===== config.mk =====
export PLATFORM = sky130hd
export DESIGN_NAME = clint_axil
export DESIGN_NICKNAME = d
export VERILOG_FILES = /design/src/rtl/clint_pkg.sv /design/src/rtl/clint_axil_slave.sv /design/src/rtl/clint_axil.sv
export SDC_FILE = /design/constraint.sdc
export NUM_CORES = 1
export LEC_CHECK = 0
export BUFFER_PORTS_ARGS = -buffer_cell sky130_fd_sc_hd__buf_2
export CAP_MARGIN = 40
export CORE_UTILIZATION = 52
export CTS_BUF_LIST = sky130_fd_sc_hd__clkbuf_4 sky130_fd_sc_hd__clkbuf_8
export CTS_CLUSTER_DIAMETER = 80
export DETAILED_ROUTE_END_ITERATION = 10
export GPL_TIMING_DRIVEN = 0
export PLACE_DENSITY = 0.77
export SYNTH_ARGS = -nofsm -noshare
export SYNTH_HDL_FRONTEND = slang
export SYNTH_SLANG_ARGS = --single-unit

===== constraint.sdc =====
create_clock -name aclk -period 2.77 [get_ports aclk]
set_input_delay 0.554 -clock aclk [delete_from_list [all_inputs] [get_ports aclk]]
set_output_delay 0.554 -clock aclk [all_outputs]
set_load 0.1 [all_outputs]

===== src/rtl/clint_pkg.sv =====
// Shared constants, decode-result types and the address decoder for the CLINT.
// Decoder returns DEC_NONE for unmapped offsets and for hart indices past NR_HARTS.
package clint_pkg;

   localparam logic [15:0] MSIP_BASE     = 16'h0000;
   localparam logic [15:0] MTIMECMP_BASE = 16'h4000;
   localparam logic [15:0] MTIME_OFFSET  = 16'hBFF8;

   localparam logic [1:0]  RESP_OKAY     = 2'b00;
   localparam logic [1:0]  RESP_SLVERR   = 2'b10;

   typedef enum logic [1:0] {DEC_MSIP, DEC_MTIMECMP, DEC_MTIME, DEC_NONE} dec_e;

   typedef struct packed {
      dec_e        sel;
      logic [12:0] idx;
   } dec_t;

   // For msip, idx is the 64-bit word holding harts 2*idx and 2*idx+1.
   function automatic dec_t clint_decode(input logic [15:0] off, input int dw, input int nr_harts);
      dec_t        d;
      logic [15:0] rel_m;
      logic [15:0] rel_c;
      rel_m = off - MSIP_BASE;
      rel_c = off - MTIMECMP_BASE;
      d.sel = DEC_NONE;
      d.idx = '0;
      if (off < MTIMECMP_BASE) begin
         d.idx = rel_m[15:3];
         if ((dw == 64) ? (2 * int'(rel_m[15:3]) < nr_harts) : (int'(rel_m[15:2]) < nr_harts))
            d.sel = DEC_MSIP;
      end else if (off[15:3] == MTIME_OFFSET[15:3]) begin
         d.sel = DEC_MTIME;
      end else if (off < MTIME_OFFSET) begin
         d.idx = rel_c[15:3];
         if (int'(rel_c[15:3]) < nr_harts)
            d.sel = DEC_MTIMECMP;
      end
      return d;
   endfunction

endpackage


===== src/rtl/clint_axil_slave.sv =====
// AXI4-Lite slave front end: one-entry AW/W latches, B/R channel state, and a
// single-cycle register access strobe toward the CLINT register file.
module clint_axil_slave
   import clint_pkg::*;
#(
   parameter int AXI_ADDR_WIDTH = 64,
   parameter int AXI_DATA_WIDTH = 64
) (
   input  logic                          aclk,
   input  logic                          areset,
   input  logic [AXI_ADDR_WIDTH-1:0]     s_axi_awaddr,
   input  logic                          s_axi_awvalid,
   output logic                          s_axi_awready,
   input  logic [AXI_DATA_WIDTH-1:0]     s_axi_wdata,
   input  logic [AXI_DATA_WIDTH/8-1:0]   s_axi_wstrb,
   input  logic                          s_axi_wvalid,
   output logic                          s_axi_wready,
   output logic [1:0]                    s_axi_bresp,
   output logic                          s_axi_bvalid,
   input  logic                          s_axi_bready,
   input  logic [AXI_ADDR_WIDTH-1:0]     s_axi_araddr,
   input  logic                          s_axi_arvalid,
   output logic                          s_axi_arready,
   output logic [AXI_DATA_WIDTH-1:0]     s_axi_rdata,
   output logic [1:0]                    s_axi_rresp,
   output logic                          s_axi_rvalid,
   input  logic                          s_axi_rready,
   output logic                          reg_we,
   output logic [15:0]                   reg_waddr,
   output logic [AXI_DATA_WIDTH-1:0]     reg_wdata,
   output logic [AXI_DATA_WIDTH/8-1:0]   reg_wstrb,
   input  logic                          reg_werr,
   output logic                          reg_re,
   output logic [15:0]                   reg_raddr,
   input  logic [AXI_DATA_WIDTH-1:0]     reg_rdata,
   input  logic                          reg_rerr
);

   logic                        aw_full;
   logic                        w_full;
   logic [15:0]                 aw_addr;
   logic [AXI_DATA_WIDTH-1:0]   w_data;
   logic [AXI_DATA_WIDTH/8-1:0] w_strb;

   // Only the 64 KiB window is decoded.
   logic unused_ok;
   assign unused_ok = ^{s_axi_awaddr, s_axi_araddr};

   // Latches stay closed while a response waits for bready.
   assign s_axi_awready = !aw_full && !s_axi_bvalid;
   assign s_axi_wready  = !w_full && !s_axi_bvalid;
   assign s_axi_arready = !s_axi_rvalid;

   assign reg_we    = aw_full && w_full && !s_axi_bvalid;
   assign reg_waddr = aw_addr;
   assign reg_wdata = w_data;
   assign reg_wstrb = w_strb;
   assign reg_re    = s_axi_arvalid && s_axi_arready;
   assign reg_raddr = s_axi_araddr[15:0];

   always_ff @(posedge aclk) begin
      if (areset) begin
         aw_full      <= 1'b0;
         w_full       <= 1'b0;
         aw_addr      <= '0;
         w_data       <= '0;
         w_strb       <= '0;
         s_axi_bvalid <= 1'b0;
         s_axi_bresp  <= RESP_OKAY;
         s_axi_rvalid <= 1'b0;
         s_axi_rdata  <= '0;
         s_axi_rresp  <= RESP_OKAY;
      end else begin
         if (s_axi_awvalid && s_axi_awready) begin
            aw_full <= 1'b1;
            aw_addr <= s_axi_awaddr[15:0];
         end
         if (s_axi_wvalid && s_axi_wready) begin
            w_full <= 1'b1;
            w_data <= s_axi_wdata;
            w_strb <= s_axi_wstrb;
         end
         if (reg_we) begin
            aw_full      <= 1'b0;
            w_full       <= 1'b0;
            s_axi_bvalid <= 1'b1;
            s_axi_bresp  <= reg_werr ? RESP_SLVERR : RESP_OKAY;
         end else if (s_axi_bvalid && s_axi_bready) begin
            s_axi_bvalid <= 1'b0;
         end
         if (reg_re) begin
            s_axi_rvalid <= 1'b1;
            s_axi_rdata  <= reg_rdata;
            s_axi_rresp  <= reg_rerr ? RESP_SLVERR : RESP_OKAY;
         end else if (s_axi_rvalid && s_axi_rready) begin
            s_axi_rvalid <= 1'b0;
         end
      end
   end

endmodule


===== src/rtl/clint_axil.sv =====
// Core-local interruptor: prescaled 64-bit mtime, per-hart msip/mtimecmp, AXI4-Lite.
// Define CLINT_DECODE_ERR_EN to answer unmapped/out-of-range accesses with SLVERR.
module clint_axil
   import clint_pkg::*;
#(
   parameter int NR_HARTS       = 1,
   parameter int AXI_ADDR_WIDTH = 64,
   parameter int AXI_DATA_WIDTH = 64,
   parameter int RTC_DIV        = 2
) (
   input  logic                          aclk,
   input  logic                          areset,
   input  logic [AXI_ADDR_WIDTH-1:0]     s_axi_awaddr,
   input  logic                          s_axi_awvalid,
   output logic                          s_axi_awready,
   input  logic [AXI_DATA_WIDTH-1:0]     s_axi_wdata,
   input  logic [AXI_DATA_WIDTH/8-1:0]   s_axi_wstrb,
   input  logic                          s_axi_wvalid,
   output logic                          s_axi_wready,
   output logic [1:0]                    s_axi_bresp,
   output logic                          s_axi_bvalid,
   input  logic                          s_axi_bready,
   input  logic [AXI_ADDR_WIDTH-1:0]     s_axi_araddr,
   input  logic                          s_axi_arvalid,
   output logic                          s_axi_arready,
   output logic [AXI_DATA_WIDTH-1:0]     s_axi_rdata,
   output logic [1:0]                    s_axi_rresp,
   output logic                          s_axi_rvalid,
   input  logic                          s_axi_rready,
   output logic [NR_HARTS-1:0]           timer_irq_o,
   output logic [NR_HARTS-1:0]           ipi_o
);

   localparam int DW = AXI_DATA_WIDTH;

   logic                 reg_we;
   logic [15:0]          reg_waddr;
   logic [DW-1:0]        reg_wdata;
   logic [DW/8-1:0]      reg_wstrb;
   logic                 reg_werr;
   logic                 reg_re;
   logic [15:0]          reg_raddr;
   logic [DW-1:0]        reg_rdata;
   logic                 reg_rerr;

   dec_t                 w_dec;
   dec_t                 r_dec;
   logic [63:0]          wd64;
   logic [63:0]          wm64;
   logic [63:0]          rd_word;
   logic [15:0]          presc;
   logic                 tick;
   logic [63:0]          mtime;
   logic [NR_HARTS-1:0][63:0] cmp_all;

   clint_axil_slave #(
      .AXI_ADDR_WIDTH (AXI_ADDR_WIDTH),
      .AXI_DATA_WIDTH (AXI_DATA_WIDTH)
   ) u_slave (
      .aclk          (aclk),
      .areset        (areset),
      .s_axi_awaddr  (s_axi_awaddr),
      .s_axi_awvalid (s_axi_awvalid),
      .s_axi_awready (s_axi_awready),
      .s_axi_wdata   (s_axi_wdata),
      .s_axi_wstrb   (s_axi_wstrb),
      .s_axi_wvalid  (s_axi_wvalid),
      .s_axi_wready  (s_axi_wready),
      .s_axi_bresp   (s_axi_bresp),
      .s_axi_bvalid  (s_axi_bvalid),
      .s_axi_bready  (s_axi_bready),
      .s_axi_araddr  (s_axi_araddr),
      .s_axi_arvalid (s_axi_arvalid),
      .s_axi_arready (s_axi_arready),
      .s_axi_rdata   (s_axi_rdata),
      .s_axi_rresp   (s_axi_rresp),
      .s_axi_rvalid  (s_axi_rvalid),
      .s_axi_rready  (s_axi_rready),
      .reg_we        (reg_we),
      .reg_waddr     (reg_waddr),
      .reg_wdata     (reg_wdata),
      .reg_wstrb     (reg_wstrb),
      .reg_werr      (reg_werr),
      .reg_re        (reg_re),
      .reg_raddr     (reg_raddr),
      .reg_rdata     (reg_rdata),
      .reg_rerr      (reg_rerr)
   );

   assign w_dec = clint_decode(reg_waddr, DW, NR_HARTS);
   assign r_dec = clint_decode(reg_raddr, DW, NR_HARTS);

`ifdef CLINT_DECODE_ERR_EN
   assign reg_werr = (w_dec.sel == DEC_NONE);
   assign reg_rerr = (r_dec.sel == DEC_NONE);
`else
   assign reg_werr = 1'b0;
   assign reg_rerr = 1'b0;
`endif

   // Bus data is aligned onto a 64-bit register image; a 32-bit bus picks a half by addr[2].
   if (DW == 64) begin : g_bus64
      logic unused_lo;
      assign unused_lo = ^{reg_waddr[2:0], reg_raddr[2:0]};
      assign wd64      = reg_wdata;
      assign reg_rdata = rd_word;
      always_comb begin
         wm64 = '0;
         for (int b = 0; b < 8; b++) wm64[b*8 +: 8] = {8{reg_wstrb[b]}};
      end
   end else begin : g_bus32
      logic        unused_lo;
      logic [31:0] m32;
      assign unused_lo = ^{reg_waddr[1:0], reg_raddr[1:0]};
      assign wd64      = {reg_wdata, reg_wdata};
      assign wm64      = reg_waddr[2] ? {m32, 32'h0} : {32'h0, m32};
      assign reg_rdata = reg_raddr[2] ? rd_word[63:32] : rd_word[31:0];
      always_comb begin
         m32 = '0;
         for (int b = 0; b < 4; b++) m32[b*8 +: 8] = {8{reg_wstrb[b]}};
      end
   end

   assign tick = (presc == 16'(RTC_DIV - 1));

   // A bus write to mtime takes priority over the increment in the same cycle.
   always_ff @(posedge aclk) begin
      if (areset) begin
         presc <= '0;
         mtime <= '0;
      end else begin
         presc <= tick ? '0 : presc + 16'd1;
         if (reg_we && w_dec.sel == DEC_MTIME)
            mtime <= (mtime & ~wm64) | (wd64 & wm64);
         else if (tick)
            mtime <= mtime + 64'd1;
      end
   end

   for (genvar h = 0; h < NR_HARTS; h++) begin : g_hart
      localparam logic [12:0] WORD = 13'(h / 2);
      localparam int          LANE = (h % 2) * 32;
      logic        msip_q;
      logic        irq_q;
      logic [63:0] cmp_q;

      always_ff @(posedge aclk) begin
         if (areset) begin
            msip_q <= 1'b0;
            irq_q  <= 1'b0;
            cmp_q  <= '1;
         end else begin
            irq_q <= (mtime >= cmp_q);
            if (reg_we && w_dec.sel == DEC_MSIP && w_dec.idx == WORD && wm64[LANE])
               msip_q <= wd64[LANE];
            if (reg_we && w_dec.sel == DEC_MTIMECMP && w_dec.idx == 13'(h))
               cmp_q <= (cmp_q & ~wm64) | (wd64 & wm64);
         end
      end

      assign ipi_o[h]       = msip_q;
      assign timer_irq_o[h] = irq_q;
      assign cmp_all[h]     = cmp_q;
   end

   always_comb begin
      rd_word = '0;
      case (r_dec.sel)
         DEC_MSIP: begin
            for (int h = 0; h < NR_HARTS; h++) begin
               if (r_dec.idx == 13'(h / 2)) begin
                  if (h % 2 == 1) rd_word[32] = ipi_o[h];
                  else            rd_word[0]  = ipi_o[h];
               end
            end
         end
         DEC_MTIMECMP: begin
            for (int h = 0; h < NR_HARTS; h++)
               if (r_dec.idx == 13'(h)) rd_word = cmp_all[h];
         end
         DEC_MTIME: rd_word = mtime;
         default:   rd_word = '0;
      endcase
   end

endmodule


==> impl_metrics.csv <==
group,metric,value,unit
cts,clkTransAtPathRegs,0.06,ns
drt,vias_per_cell,5.942,
logic_synthesis,yosysWarnings,0,
worst_setup_path,crit_path_cell_trace,"inv_1 -> ha_1 -> and3b_1 -> a31oi_1 -> a2111oi_4 -> buf_4 -> and2_0 -> clkbuf_1 -> buf_2 -> o211ai_1",
sta,worstMarginPinSlew,0.9258,ns
sta,slew_headroom,0.3828,
drt,antenna_left,0,
drt,drt-pass1-iter-count,5,
sta,fin_ws,0.1022,ns
drt,via_count,14022,
cts,clockBufferDepth,3,
cts,cts_root_buffer,"clkbuf_8",
drt,wl_per_cell,18.54,um
logic_synthesis,async_reset_ff_frac,0,
floorplan,row_count,60,
cts,clk_latency,0.59,ns
worst_setup_path,path_delay_family,"buffers and inverters",
cts,cts_tree,"yes",
grt,grt_pass1_wl,68230,um
cells_and_area,fillerInstances,2323,
logic_synthesis,synth_area_per_cell,8.438,um2
job,max_cap_viol_count,0,
worst_setup_path,critical_path_class,"reg2reg",
floorplan,die_w,168.6,um
drt,drt-total-wl,43760,um
logic_synthesis,yosysSeqAreaShare,0.4146,
cts,ctsHtreeMaxLevel,2,
min_path,hold_class,"in2reg",
placed_design,io_buffers,174,
floorplan,die_h,168.6,um
sta,setup_viol,0,
sta,setup-tns-final,0,ns
placed_design,dp_hpwl,31790,um
floorplan,initial_core_util,0.5327,
floorplan,pin_count,282,
cells_and_area,drive_above_1_share,0.1836,
worst_setup_path,cp_max_fo,10,
outcome,status,"finished clean",
sta,drv_slew,0,
grt,antenna_found_initial,1,
placed_design,place_ws,-0.9616,ns
sta,final_hold_viol_count,0,
logic_synthesis,netlist_area,14440,um2
worst_setup_path,cpMaxStageDelayCell,"dfxtp_1",
placed_design,place.gp.congestion,0.9263,
power,p_per_area,571.2,nW/um2
power,leakage,0.007948,uW
worst_setup_path,crit_arrival,3.10,ns
worst_setup_path,slowest_delay,0.43,ns
floorplan,dieArea,28430,um2
logic_synthesis,ys.flop_type,"dfxtp_1",
floorplan,core,27100,um2
logic_synthesis,ys_seq_elements,299,
logic_synthesis,synth-edff-count,0,
logic_synthesis,syn_inst,1711,
power,vdd_drop_max,0.4182,mV
worst_setup_path,required,3.20,ns
worst_setup_path,path_buf_inv,4,
worst_setup_path,worstSetupStartpointType,"register",
cells_and_area,nets,2235,
drt,drtIter0Drc,1132,
drt,drcViolationCount,0,
cts,cts_buffers,50,
cts,postCtsHoldBufs,0,
cells_and_area,antenna-diode-count,0,
sta,period_share,0.9631,
grt,gr-total-overflow,0,
cts,clock-sinks,299,
grt,grt_pass1_vias,13243,
grt,grt_max_degree,17,
sta,holdWs,0.1400,ns
worst_setup_path,cp-end-kind,"register",
grt,track_usage,0.3011,
sta,skew,0.03448,ns
sta,period_minus_slack,2.668,ns
sta,clock.fmax,374.8,MHz
logic_synthesis,yosysUniqueCellTypes,70,
cells_and_area,synthToLayoutAreaGrowth,18.46,%
==> routing by layer <==
metal  vias to the layer above  part of all wire  track usage  wire (um)
li1                       6692                 -            -          -
met1                      6567              0.42       0.3844      18530
met2                       637              0.45       0.4875      19750
met3                       124             0.085      0.06430       3741
met4                         2             0.039       0.1375       1722
met5                         -           0.00025     0.006957         11
==> layout by cell type, fill, tap and decap left out, types with 11 or more instances in the layout <==
cell	synthesis	final
nor2_1	62	60
and4_1	12	11
o21ai_0	42	42
a21oi_1	127	126
xor2_1	11	11
a31oi_1	22	22
o211ai_1	78	78
a22o_1	64	64
buf_2	23	196
nand3_1	46	45
nand4_1	39	39
clkbuf_8	0	67
clkbuf_4	0	17
xnor2_1	11	11
clkbuf_2	0	17
dfxtp_1	299	297
inv_1	92	91
nor4_1	34	31
clkbuf_1	77	59
or3_1	17	17
a21o_1	70	70
nand2_1	303	302
and3_1	19	18
ha_1	79	79
buf_4	4	13
a211oi_1	24	24
nor3_1	34	33
==> synth_stat cells, drive strengths merged, types with 24 or more instances <==
master,count,area share
nand4,42,0.021
a22o,64,0.039
nand2,303,0.079
a211oi,24,0.012
dfxtp,299,0.41
inv,92,0.024
a21oi,128,0.045
nor3,39,0.017
buf,29,0.011
a21o,70,0.036
nand3,48,0.018
clkbuf,77,0.020
nor2,64,0.017
o21ai,42,0.015
ha,79,0.068
nor4,37,0.018
o211ai,78,0.041
==> cell type report <==
class / count / area [um2] / share of cell area
clock buffers: 83 / 1042 / 0.06094
inverters: 92 / 349.1 / 0.02041
clock inverters: 8 / 71.32 / 0.004170
repair buffers: 186 / 969.7 / 0.05670
plain buffers: 103 / 460.4 / 0.02692
flip-flops and latches: 299 / 5988 / 0.3501
multi-input cells: 1217 / 7756 / 0.4535
well taps: 372 / 465.4 / 0.02721
==> per-stage QoR <==
step,std cells,total power [uW],util,area [um2]
2_1_floorplan,1714,5154,-,14450
3_3_place_gp,2260,5484,0.5826,15790
3_5_place_dp,2262,5512,0.5837,15820
4_1_cts,2352,9746,0.6254,16950
5_1_grt,2360,10050,0.6311,17100
6_report,2360,9769,0.6311,17100
==> logic make-up after synthesis <==
group	Yosys count	share of synthesized area
buf+inv	198	0.05503
xor+xnor	22	0.01335
fa+ha+maj	79	0.06846
flops	299	0.4146
mux	12	0.008753
other cells	1	0.0002597
compound gates	476	0.2263
simple gates	624	0.2133
==> timing repair <==
action / CTS / global route
cloned: 0 / 0
setup endpoints to repair: 94 / 156
gates resized for setup: 5 / 45
pin swaps: 1 / 5
buffers inserted: 2 / 7
==> report_power, final <==
group	internal (uW)	total, uW	switching (uW)
Combinational	271	857	586
Clock	2460	4300	1840
Sequential	4430	4610	178
==> worst reg2reg max path, cell delays in order, from the launching register on <==
cell,delay [ns]
dfxtp_1,0.43
inv_1,0.12
ha_1,0.30
and3b_1,0.24
a31oi_1,0.07
a2111oi_4,0.25
buf_4,0.24
and2_0,0.16
clkbuf_1,0.30
buf_2,0.29
o211ai_1,0.13
==> worst paths after layout <==
| check | slack, ns | from | cells past startpoint | endpoint |
|---|---|---|---|---|
| setup / recovery | 0.10 | u_slave.reg_waddr[14] | 10 | register |
| setup reg to reg | 0.10 | u_slave.reg_waddr[14] | 10 | register |
| hold / removal | 0.14 | s_axi_rready | 2 | u_slave.s_axi_rvalid |
| hold reg to reg | 0.45 | register | 1 | u_slave.s_axi_rdata[15] |
Note: power is estimated with default switching activity, not from simulation.
